## config.mk

```make
export PLATFORM = sky130hd
export DESIGN_NAME = c64_bus_arbiter
export DESIGN_NICKNAME = d
export VERILOG_FILES = /design/src/rtl/c64_bus_arbiter.sv
export SDC_FILE = /design/constraint.sdc
export NUM_CORES = 1
export LEC_CHECK = 0
export ABC_AREA = 1
export CAP_MARGIN = 10
export CELL_PAD_IN_SITES_DETAIL_PLACEMENT = 1
export CELL_PAD_IN_SITES_GLOBAL_PLACEMENT = 1
export CORE_MARGIN = 1.5
export CORE_UTILIZATION = 24
export DETAILED_ROUTE_END_ITERATION = 10
export PLACE_DENSITY_LB_ADDON = 0.3
export SYNTH_ARGS = -nofsm -noshare
export SYNTH_HDL_FRONTEND = slang
export SYNTH_SLANG_ARGS = --single-unit
```

## constraint.sdc

```tcl
create_clock -name clk -period 3 [get_ports clk]
set_clock_uncertainty 0.15 [all_clocks]
set_input_delay 0.75 -clock clk [delete_from_list [all_inputs] [get_ports clk]]
set_output_delay 0.75 -clock clk [all_outputs]
set_load 0.005 [all_outputs]
```

## src/rtl/c64_bus_arbiter.sv

```systemverilog
// c64_bus_arbiter
//   Time-multiplexes the shared memory bus between the 6502 core and the VIC-II
//   fetcher. Every rising clk edge closes one bus slot. Phase 0 slots always
//   belong to the VIC. Phase 1 slots belong to the CPU unless a steal is in
//   progress. A steal request drops BA (cpu_rdy) at once. The CPU is then
//   granted BA_DELAY more slots, after which the VIC takes both phases.
//
// Ports
//   clk, reset           clock (one slot per edge), async active-high reset
//   cpu_ab/we/do         CPU address, write enable, write data
//   cpu_di               registered read data returned to the CPU
//   cpu_ce               CPU clock enable, high during a granted CPU slot
//   cpu_rdy              BA; low while a steal is pending or active
//   vic_addr/bank        VIC fetch address and bank (bank = mem_addr[15:14])
//   vic_steal_req        VIC wants the CPU slots too
//   vic_data             registered read data returned to the VIC
//   vic_aec              high while the VIC owns the current slot
//   mem_addr/we/wdata    shared memory bus (combinational from phase/state)
//   mem_rdata            asynchronous-read memory data
module c64_bus_arbiter #(
  parameter int unsigned BA_DELAY = 3
) (
  input  logic        clk,
  input  logic        reset,
  input  logic [15:0] cpu_ab,
  input  logic        cpu_we,
  input  logic [7:0]  cpu_do,
  output logic [7:0]  cpu_di,
  output logic        cpu_ce,
  output logic        cpu_rdy,
  input  logic [13:0] vic_addr,
  input  logic [1:0]  vic_bank,
  input  logic        vic_steal_req,
  output logic [7:0]  vic_data,
  output logic        vic_aec,
  output logic [15:0] mem_addr,
  output logic        mem_we,
  output logic [7:0]  mem_wdata,
  input  logic [7:0]  mem_rdata
);

  typedef enum logic [1:0] {NORMAL, BA_WAIT, STEAL} state_t;

  localparam logic [2:0] DLY = 3'(BA_DELAY);

  logic       phase;
  state_t     state;
  logic [2:0] count;
  logic       vic_slot;

  // Slot owner decode. Reset forces phase 0, so the bus falls back to the VIC
  // and no write strobe can escape while reset is held.
  assign vic_slot  = ~phase | (state == STEAL);
  assign vic_aec   = vic_slot;
  assign cpu_ce    = ~vic_slot;
  assign mem_addr  = vic_slot ? {vic_bank, vic_addr} : cpu_ab;
  assign mem_we    = ~vic_slot & cpu_we;
  assign mem_wdata = cpu_do;

  always_ff @(posedge clk or posedge reset) begin
    if (reset) begin
      phase    <= 1'b0;
      state    <= NORMAL;
      count    <= 3'd0;
      cpu_rdy  <= 1'b1;
      cpu_di   <= 8'h00;
      vic_data <= 8'h00;
    end else begin
      phase <= ~phase;

      // Read data is latched at the edge that closes the slot.
      if (vic_slot)     vic_data <= mem_rdata;
      else if (!cpu_we) cpu_di   <= mem_rdata;

      case (state)
        NORMAL: begin
          if (vic_steal_req) begin
            state   <= BA_WAIT;
            count   <= 3'd0;
            cpu_rdy <= 1'b0;
          end
        end
        BA_WAIT: begin
          if (!vic_steal_req) begin
            // Abort: the request vanished before the steal began.
            state   <= NORMAL;
            cpu_rdy <= 1'b1;
          end else if (phase) begin
            // A granted CPU slot just closed. When it is the BA_DELAY-th one,
            // the next phase-1 slot goes to the VIC. count saturates there.
            if (count == DLY - 3'd1) begin
              state <= STEAL;
              count <= DLY;
            end else if (count != DLY) begin
              count <= count + 3'd1;
            end
          end
        end
        STEAL: begin
          // Release only at the end of a phase-1 slot so a release seen in
          // phase 0 still leaves the following phase-1 slot with the VIC.
          if (!vic_steal_req && phase) begin
            state   <= NORMAL;
            cpu_rdy <= 1'b1;
          end
        end
        default: begin
          state   <= NORMAL;
          cpu_rdy <= 1'b1;
        end
      endcase
    end
  end

endmodule

```

==> impl_metrics.tcl, run 1 <==
set metrics [dict create \
    avgViaCountPerCell 4.248 \
    cts_sinks 23 \
    area_growth_syn_to_layout_pct 62.54 \
    drv_cap 0 \
    p_leak_nw 1.055 \
    fin_crit_ns 2.823 \
    maxSlewViolCount 0 \
    clk_latency_ns 0.26 \
    hold_violations 0 \
    io_buffers 79 \
    syn_area_mm2 0.001333 \
    num_io_pins 96 \
    grt_pass1_wl_um 6410 \
    hold_path.class "flip-flop to flip-flop" \
    yosysWarnings 0 \
    die_w_um 77.52 \
    wl_um 3808 \
    post-route-period-util_pct 94.10 \
    avgSynthCellArea_um2 7.486 \
    vias 1355 \
    status "finished, final reports clean" \
    fin_ws_ns 0.1771 \
    core.rowCount 26 \
    routabilityCongestion 0.6979 \
    cp_max_fo 4 \
    clockBufferDepth 2 \
    grt_usage_pct 12.98 \
    r2r-end "cpu_di[7]" \
    synthFlopType "dfrtp_1" \
    end_kind "output pin" \
    cts_tree "yes" \
    path_clk_slew_ns 0.08 \
    htreeDepth 1 \
    synth-edff-count 0 \
    maxSlewHeadroom_pct 76.35 \
    synth-async-reset-ratio_pct 100.0 \
    critical_path.most_common_cell "clkdlybuf4s50_1" \
    fin_util_pct 41.35 \
    postCtsSetupRepairBufs 0 \
    dieArea_mm2 0.006009 \
    cts_root_buf "clkbuf_8" \
    whs_endpoint "cpu_rdy" \
    antennaDiodeCount 0 \
    tightest_slew_ns 0.3548 \
    max_freq_ghz 0.3542 \
    die_height_um 77.52 \
    antenna_found_initial 0 \
    power_mw 0.9190 \
    max_stage_delay_ns 0.51 \
    cp_top_family "buffers and inverters" \
    rr_startpoint "state[1]" \
    reg2regPathDepth 7 \
    slowest_stage "clkdlybuf4s50_1" \
    cts_buffers 3 \
    p_per_area_mw_per_mm2 424.3 \
    ant_nets 0 \
    ys_ff_latch 23 \
    fin_setup_tns_ns 0 \
    drt-wirelength-per-cell_um 11.94 \
    r2r_slack_ns 1.38 \
    drc 0 \
    fill_cells 645 \
    hold_depth 2 \
    syn_inst 178 \
    initial_core_util_pct 25.44 \
    drive_gt1_share_pct 7.631 \
    path_class "input pin to output pin" \
    cts_hold_buf 0 \
    final_common_cell "nand2_1" \
    crit_arrival_ns 1.92 \
    grt_max_degree 35 \
    synth.distinct_cells 21 \
    pre_cts_slack_ns 0.1676 \
    rsz0062_at_grt "no" \
    multi_input_area_um2 585.6 \
    cp.depth 4 \
    gr-total-overflow 0 \
    layout.area.seq_um2 576.8 \
    crit_path_start_kind "input pin" \
    drtPass1Iterations 4 \
    worstHoldStart "cpu_rdy" \
    worst_ep_required_time_ns 2.10 \
    synth_nets 233 \
    dp_hpwl_um 2966 \
    setup_violations 0 \
    hold_ws_ns 0.3114 \
    finish.net_count 305 \
    ys_seq_area_share_pct 43.29 \
    cts.repair.resized 0 \
    cp_num_buf_inv 3 \
    most-common-layout-cells "nand2_1, clkdlybuf4s50_1, dfrtp_1" \
    grt_pass1_vias 1376 \
    crit_chain "clkdlybuf4s50_1 > inv_1 > nor2_1 > clkdlybuf4s50_1" \
    ir_drop_mv 0.2170 \
    coreArea_mm2 0.005238 \
    drt_iter0_markers 27 \
]
-- power breakdown --
part / internal, mW / total, mW / switching (mW)
Sequential: 0.359 / 0.392 / 0.0331
Combinational: 0.186 / 0.334 / 0.149
Clock: 0.0927 / 0.193 / 0.0998
Total: 0.637 / 0.919 / 0.282
-- flip-flops by register name, indices dropped and copies added (netlist names) --
register / flops
count: 3
cpu_di: 8
cpu_rdy: 1
phase: 1
state: 2
vic_data: 8
-- logic make-up after synthesis --
logic type | count (synthesis) | share of synthesized area (%)
flops | 23 | 43.29
compound gates | 16 | 7.887
fa+ha+maj | 3 | 2.817
buf+inv | 31 | 12.77
simple gates | 105 | 33.24
-- per-stage QoR --
| step | instance area, um2 | cells |
|---|---|---|
| floorplan | 1333 | 178 |
| global placement | 2120 | 315 |
| detailed placement | 2120 | 315 |
| CTS | 2166 | 319 |
| global route | 2166 | 319 |
| finish | 2166 | 319 |
-- layer usage --
metal,share of wire (%),vias to the layer above,track usage [%]
met4,0.26,0,2.182
met1,43,625,15.22
li1,-,677,-
met3,6.5,2,2.588
met5,0,-,0
met2,50,51,24.47
-- layout make-up --
type	count	share of cell area, %
inverter	17	2.946
sequential	23	26.63
tap	70	4.044
timing repair buffer	81	37.20
clock inverter	1	0.2311
multi-input combinational	124	27.04
clock buffer	3	1.906
-- cell usage after synthesis (2+ instances only) --
cell type	instances	area share (%)
o21ai_2	6	3.9
nand3_1	7	2.6
nor2_1	5	1.4
nand2_1	87	25
o21ai_0	6	2.3
a21oi_1	2	0.75
buf_4	12	6.8
inv_1	14	3.9
dfrtp_1	22	41
inv_2	3	0.85
ha_1	3	2.8
nand4_1	2	0.94
-- worst register-to-register path, stage by stage, from the launching register on --
cell and delay, ns:
dfrtp_1 0.40, inv_2 0.09, nor2_4 0.05, nor2_8 0.08, buf_4 0.33, nand2_4 0.23
nand2_1 0.13, o21ai_2 0.05
-- worst max path at each step --
stage / start / endpoint / slack (ns)
final: cpu_we / mem_we / 0.18
after global routing: state[1] / mem_addr[5] / 0.02
after CTS: state[1] / mem_addr[6] / 0.13
after detailed placement: cpu_we / mem_we / 0.17
after global placement: cpu_we / mem_we / 0.20
after floorplan: cpu_we / mem_we / 1.16
Note: power is estimated with default switching activity, not from simulation.
==> run 2: changes to the inputs <==
==> constraint.sdc (replaced) <==
create_clock -name clk -period 3 [get_ports clk]
set_clock_uncertainty 0.15 [all_clocks]
set_input_delay 0.75 -clock clk [delete_from_list [all_inputs] [get_ports clk]]
set_output_delay 0.75 -clock clk [all_outputs]
set_load 0.05 [all_outputs]
==> impl_metrics.tcl, run 2 (same netlist as run 1, synthesis figures left out) <==
set metrics [dict create \
    status "finished, final reports clean" \
    drt-wirelength-per-cell_um 12.80 \
    p_leak_nw 1.150 \
    cts_sinks 23 \
    htreeDepth 1 \
    cts_buffers 3 \
    cp_top_family "buffers and inverters" \
    grt_pass1_vias 1357 \
    cts.repair.resized 0 \
    drv_cap 0 \
    initial_core_util_pct 25.44 \
    p_per_area_mw_per_mm2 482.2 \
    grt_max_degree 24 \
    tightest_slew_ns 0.5179 \
    fin_crit_ns 2.575 \
    drc 0 \
    cp_num_buf_inv 3 \
    crit_arrival_ns 1.68 \
    grt_pass1_wl_um 6720 \
    drtPass1Iterations 4 \
    hold_violations 0 \
    avgViaCountPerCell 4.313 \
    most-common-layout-cells "nand2_1, clkdlybuf4s50_1, dfrtp_1" \
    max_freq_ghz 0.3883 \
    clk_latency_ns 0.26 \
    max_stage_delay_ns 0.45 \
    area_growth_syn_to_layout_pct 74.93 \
    cp_max_fo 4 \
    die_w_um 77.52 \
    ant_nets 0 \
    slowest_stage "clkdlybuf4s50_1" \
    maxSlewViolCount 0 \
    drt_iter0_markers 56 \
    clockBufferDepth 2 \
    gr-total-overflow 0 \
    cts_hold_buf 0 \
    antennaDiodeCount 0 \
    hold_path.class "flip-flop to flip-flop" \
    path_class "input pin to output pin" \
    die_height_um 77.52 \
    end_kind "output pin" \
    rsz0062_at_grt "no" \
    vias 1376 \
    fin_setup_tns_ns 0 \
    maxSlewHeadroom_pct 65.37 \
    coreArea_mm2 0.005238 \
    core.rowCount 26 \
    num_io_pins 96 \
    fin_util_pct 44.51 \
    final_common_cell "nand2_1" \
    setup_violations 0 \
    finish.net_count 305 \
    crit_chain "clkdlybuf4s50_1 > inv_1 > nor2_1 > buf_12" \
    io_buffers 79 \
    grt_usage_pct 13.91 \
    antenna_found_initial 0 \
    cts_root_buf "clkbuf_8" \
    drive_gt1_share_pct 15.26 \
    routabilityCongestion 0.7964 \
    cts_tree "yes" \
    post-route-period-util_pct 85.85 \
    postCtsSetupRepairBufs 0 \
    ir_drop_mv 0.2292 \
    worst_ep_required_time_ns 2.10 \
    path_clk_slew_ns 0.08 \
    crit_path_start_kind "input pin" \
    dp_hpwl_um 3319 \
    dieArea_mm2 0.006009 \
    wl_um 4084 \
    top_regs "cpu_di x8, vic_data x8, count x3" \
]
run 2: changes by cell type in the layout (fill, tap and decap cells not counted):
cell and change:
clkdlybuf4s50_1 -19, buf_4 +2, buf_12 +17
run 2: final timing paths:
path / startpoint / to / slack [ns] / cells past startpoint
worst max-delay path: cpu_we / mem_we / 0.42 / 4
worst min-delay path: cpu_rdy / cpu_rdy / 0.32 / 2
worst max register to register: state[1] / cpu_di[6] / 1.35 / 7
worst min register to register: cpu_rdy / cpu_rdy / 0.32 / 2
max in group asynchronous: reset / cpu_rdy / 1.74 / 3
min in group asynchronous: reset / vic_data[4] / 0.68 / 3
run 2: tightest hold or removal path, cell delays in order, from the launching register on:
cell and delay [ns]:
dfstp_2 0.38, nand2_1 0.06, nand2_1 0.04
run 2: layout make-up:
| class | count | area, um2 |
|---|---|---|
| fill | 619 | 2907 |
| timing repair buffer | 81 | 970.9 |
| clock buffer | 3 | 41.29 |
| multi-input combinational | 124 | 585.6 |
| tap | 70 | 87.58 |
| clock inverter | 1 | 5.005 |
| sequential | 23 | 576.8 |
| inverter | 17 | 63.81 |
run 2: through the flow:
step           instance area [um2]  total power, mW  std cells  setup WS, ns  hold slack [ns]
3_5_place_dp                  2285           0.9502        315        0.4151           0.3117
5_1_grt                       2331            1.197        319        0.2923           0.3266
4_1_cts                       2331            1.145        319        0.4151           0.3240
3_3_place_gp                  2285           0.9363        315        0.4475           0.3027
2_1_floorplan                 1333           0.7383        178        0.5625           0.2996
6_report                      2331            1.124        319        0.4245           0.3203
run 2: where the power goes:
part / switching, mW / internal [mW] / total, mW
combinational: 0.319 / 0.225 / 0.544
sequential: 0.0342 / 0.359 / 0.393
clock: 0.0945 / 0.0925 / 0.187
total: 0.447 / 0.677 / 1.12
run 2: metal layers:
layer / global-route usage (%) / share of wire (%) / vias up
met5: 0 / 0 / -
met4: 2.182 / 0 / 0
met3: 2.471 / 6.1 / 0
met2: 25.09 / 52 / 47
met1: 17.53 / 41 / 651
li1: - / - / 678
==> run 3: changes to the inputs <==
--- a/config.mk
+++ b/config.mk
@@ -5,13 +5,13 @@
 export SDC_FILE = /design/constraint.sdc
 export NUM_CORES = 1
 export LEC_CHECK = 0
-export ABC_AREA = 1
 export CAP_MARGIN = 10
 export CELL_PAD_IN_SITES_DETAIL_PLACEMENT = 1
 export CELL_PAD_IN_SITES_GLOBAL_PLACEMENT = 1
 export CORE_MARGIN = 1.5
-export CORE_UTILIZATION = 24
+export CORE_UTILIZATION = 22
 export DETAILED_ROUTE_END_ITERATION = 10
+export HOLD_SLACK_MARGIN = 0.12
 export PLACE_DENSITY_LB_ADDON = 0.3
 export SYNTH_ARGS = -nofsm -noshare
 export SYNTH_HDL_FRONTEND = slang
==> constraint.sdc (replaced) <==
create_clock -name clk -period 2.3 [get_ports clk]
set_clock_uncertainty 0.15 [all_clocks]
set_input_delay 0.575 -clock clk [delete_from_list [all_inputs] [get_ports clk]]
set_output_delay 0.575 -clock clk [all_outputs]
set_load 0.05 [all_outputs]
==> impl_metrics.tcl, run 3 <==
set metrics [dict create \
    status "finished, final reports clean" \
    routabilityCongestion 0.7585 \
    synth_nets 157 \
    whs_endpoint "vic_data[1]" \
    hold_path.class "flip-flop to flip-flop" \
    grt_max_degree 24 \
    synth.distinct_cells 27 \
    htreeDepth 1 \
    ir_drop_mv 0.2199 \
    path_class "flip-flop to output pin" \
    fin_crit_ns 2.259 \
    cts_tree "yes" \
    p_comb_share_pct 43.3 \
    maxSlewHeadroom_pct 64.15 \
    avgViaCountPerCell 4.516 \
    worstHoldStart "vic_data[1]" \
    r2r-end "count[1]" \
    hold_ws_ns 0.3350 \
    setup_violations 0 \
    reg2regPathDepth 5 \
    hold_depth 1 \
    yosys.area.top_type "dfrtp_1" \
    cp_num_buf_inv 1 \
    die_height_um 80.20 \
    synth-async-reset-ratio_pct 100.0 \
    syn_inst 102 \
    stdcell_area_mm2 0.002251 \
    antenna_found_initial 0 \
    cp_max_fo 5 \
    ys_ff_latch 23 \
    max_freq_ghz 0.4427 \
    r2r_slack_ns 0.39 \
    seqPwrFrac_pct 38.2 \
    initial_core_util_pct 23.24 \
    pre_cts_slack_ns 0.06846 \
    fin_ws_ns 0.04099 \
    synth.area.top_cells "dfrtp_1, mux2_1, mux2_2, buf_4, buf_6" \
    final_common_cell "clkdlybuf4s50_1" \
    cts_root_buf "clkbuf_8" \
    clk_latency_ns 0.26 \
    crit_arrival_ns 1.53 \
    yosysWarnings 0 \
    area_growth_syn_to_layout_pct 71.66 \
    io_buffers 79 \
    synthTopCellsByCount "dfrtp_1, mux2_1, mux2_2" \
    drv_cap 0 \
    clockBufferDepth 2 \
    startpoint "state[0]" \
    top_regs "cpu_di x8, vic_data x8, count x3" \
    rr_startpoint "count[0]" \
    slowest_stage "dfrtp_1" \
    place_area_mm2 0.002112 \
    fin_util_pct 39.90 \
    gr-total-overflow 0 \
    cts_buffers 3 \
    max_stage_delay_ns 0.39 \
    grt_pass1_vias 1170 \
    p_leak_nw 0.9623 \
    p_switching_mw 0.4751 \
    swShare_pct 35.70 \
    synthFlopType "dfrtp_1" \
    cts_hold_buf 0 \
    dieArea_mm2 0.006432 \
    netlist.area_leader.share_pct 41.98 \
    crit_chain "nand2b_4 > nand2_4 > mux2_1 > buf_6" \
    end_kind "output pin" \
    num_io_pins 96 \
    clkPwrFrac_pct 18.5 \
    yosysMostFrequentCell "dfrtp_1" \
    grt_pass1_wl_um 5989 \
    syn_area_mm2 0.001311 \
    maxSlewViolCount 0 \
    path_clk_slew_ns 0.08 \
    antennaDiodeCount 0 \
    crit_path_start_kind "flip-flop" \
    grt_usage_pct 12.38 \
    post-route-period-util_pct 98.22 \
    drc 0 \
    wl_um 4114 \
    tightest_slew_ns 0.5361 \
    cp_top_family "flip-flops" \
    drt_iter0_markers 14 \
    power_mw 1.331 \
    intPower_mw 0.8555 \
    drt-wirelength-per-cell_um 16.20 \
    most-common-layout-cells "clkdlybuf4s50_1, dfrtp_1, mux2_1" \
    fin_setup_tns_ns 0 \
    instances_no_fill 254 \
    worst_ep_required_time_ns 1.57 \
    drive_gt1_share_pct 30.77 \
    vias 1147 \
    die_w_um 80.20 \
    core.rowCount 27 \
    hold_violations 0 \
    p_per_area_mw_per_mm2 591.1 \
    ant_nets 0 \
    placed_cells 246 \
    dp_hpwl_um 3203 \
    finish.net_count 238 \
    drtPass1Iterations 4 \
    avgSynthCellArea_um2 12.86 \
    coreArea_mm2 0.005642 \
    synth-edff-count 0 \
    ys_seq_area_share_pct 43.99 \
    cts_sinks 23 \
]
## run 3: changes by cell type after synthesis, sizes merged, moves of 2 or more
cell and change:
a211oi +2, buf -2, inv -12, mux2 +33, nand2 -86, nand2b +5, nand3 -6, nand4 -2
nor2 -7, nor2b +3, o21ai -12, o22a +4
## run 3: cells by family after synthesis
| group | count (synthesis) | synth area share (%) |
|---|---|---|
| adder cells (fa/ha/maj) | 3 | 2.863 |
| multiplexers | 33 | 28.63 |
| AND/OR/NAND/NOR | 14 | 7.919 |
| buffers and inverters | 17 | 9.447 |
| AO/OA/AOI/OAI | 12 | 7.156 |
| flip-flops | 23 | 43.99 |
## run 3: area by class of cell
class	count	area [um2]
well taps	72	90.09
multi-input cells	64	650.6
repair buffers	86	868.3
inverters	5	18.77
clock buffers	4	45.04
fillers	633	3391
flip-flops and latches	23	578.1
## run 3: routing by layer
metal / vias up / GRT usage (%) / share of wire [%]
li1: 515 / - / -
met1: 563 / 13.05 / 37
met4: 0 / 3.448 / 0.73
met3: 2 / 3.864 / 12
met2: 67 / 23.36 / 50
met5: - / 0 / 0
## run 3: worst max-delay path by stage
stage / slack, ns / depth (start not counted) / endpoint
after global placement: 0.07 / 3 / mem_addr[8]
after floorplan: 0.08 / 5 / mem_addr[3]
after detailed placement: 0.07 / 3 / mem_addr[8]
final: 0.04 / 4 / mem_addr[14]
after global routing: -0.02 / 4 / mem_addr[14]
after CTS: -0.03 / 4 / mem_addr[6]
## run 3: timing repair
item,in CTS,in global routing
gates cloned,1,1
buffers inserted,0,2
gates resized for setup,4,10
setup endpoints to repair,17,17
pin swaps,1,1
## run 3: power by group through the flow
stage          Combinational, mW  Clock [mW]  Sequential, mW
2_1_floorplan              0.299           0           0.601
3_3_place_gp               0.554           0           0.509
3_5_place_dp               0.568           0           0.518
4_1_cts                    0.573       0.261           0.510
5_1_grt                    0.617       0.278           0.518
6_report                   0.575       0.246           0.509
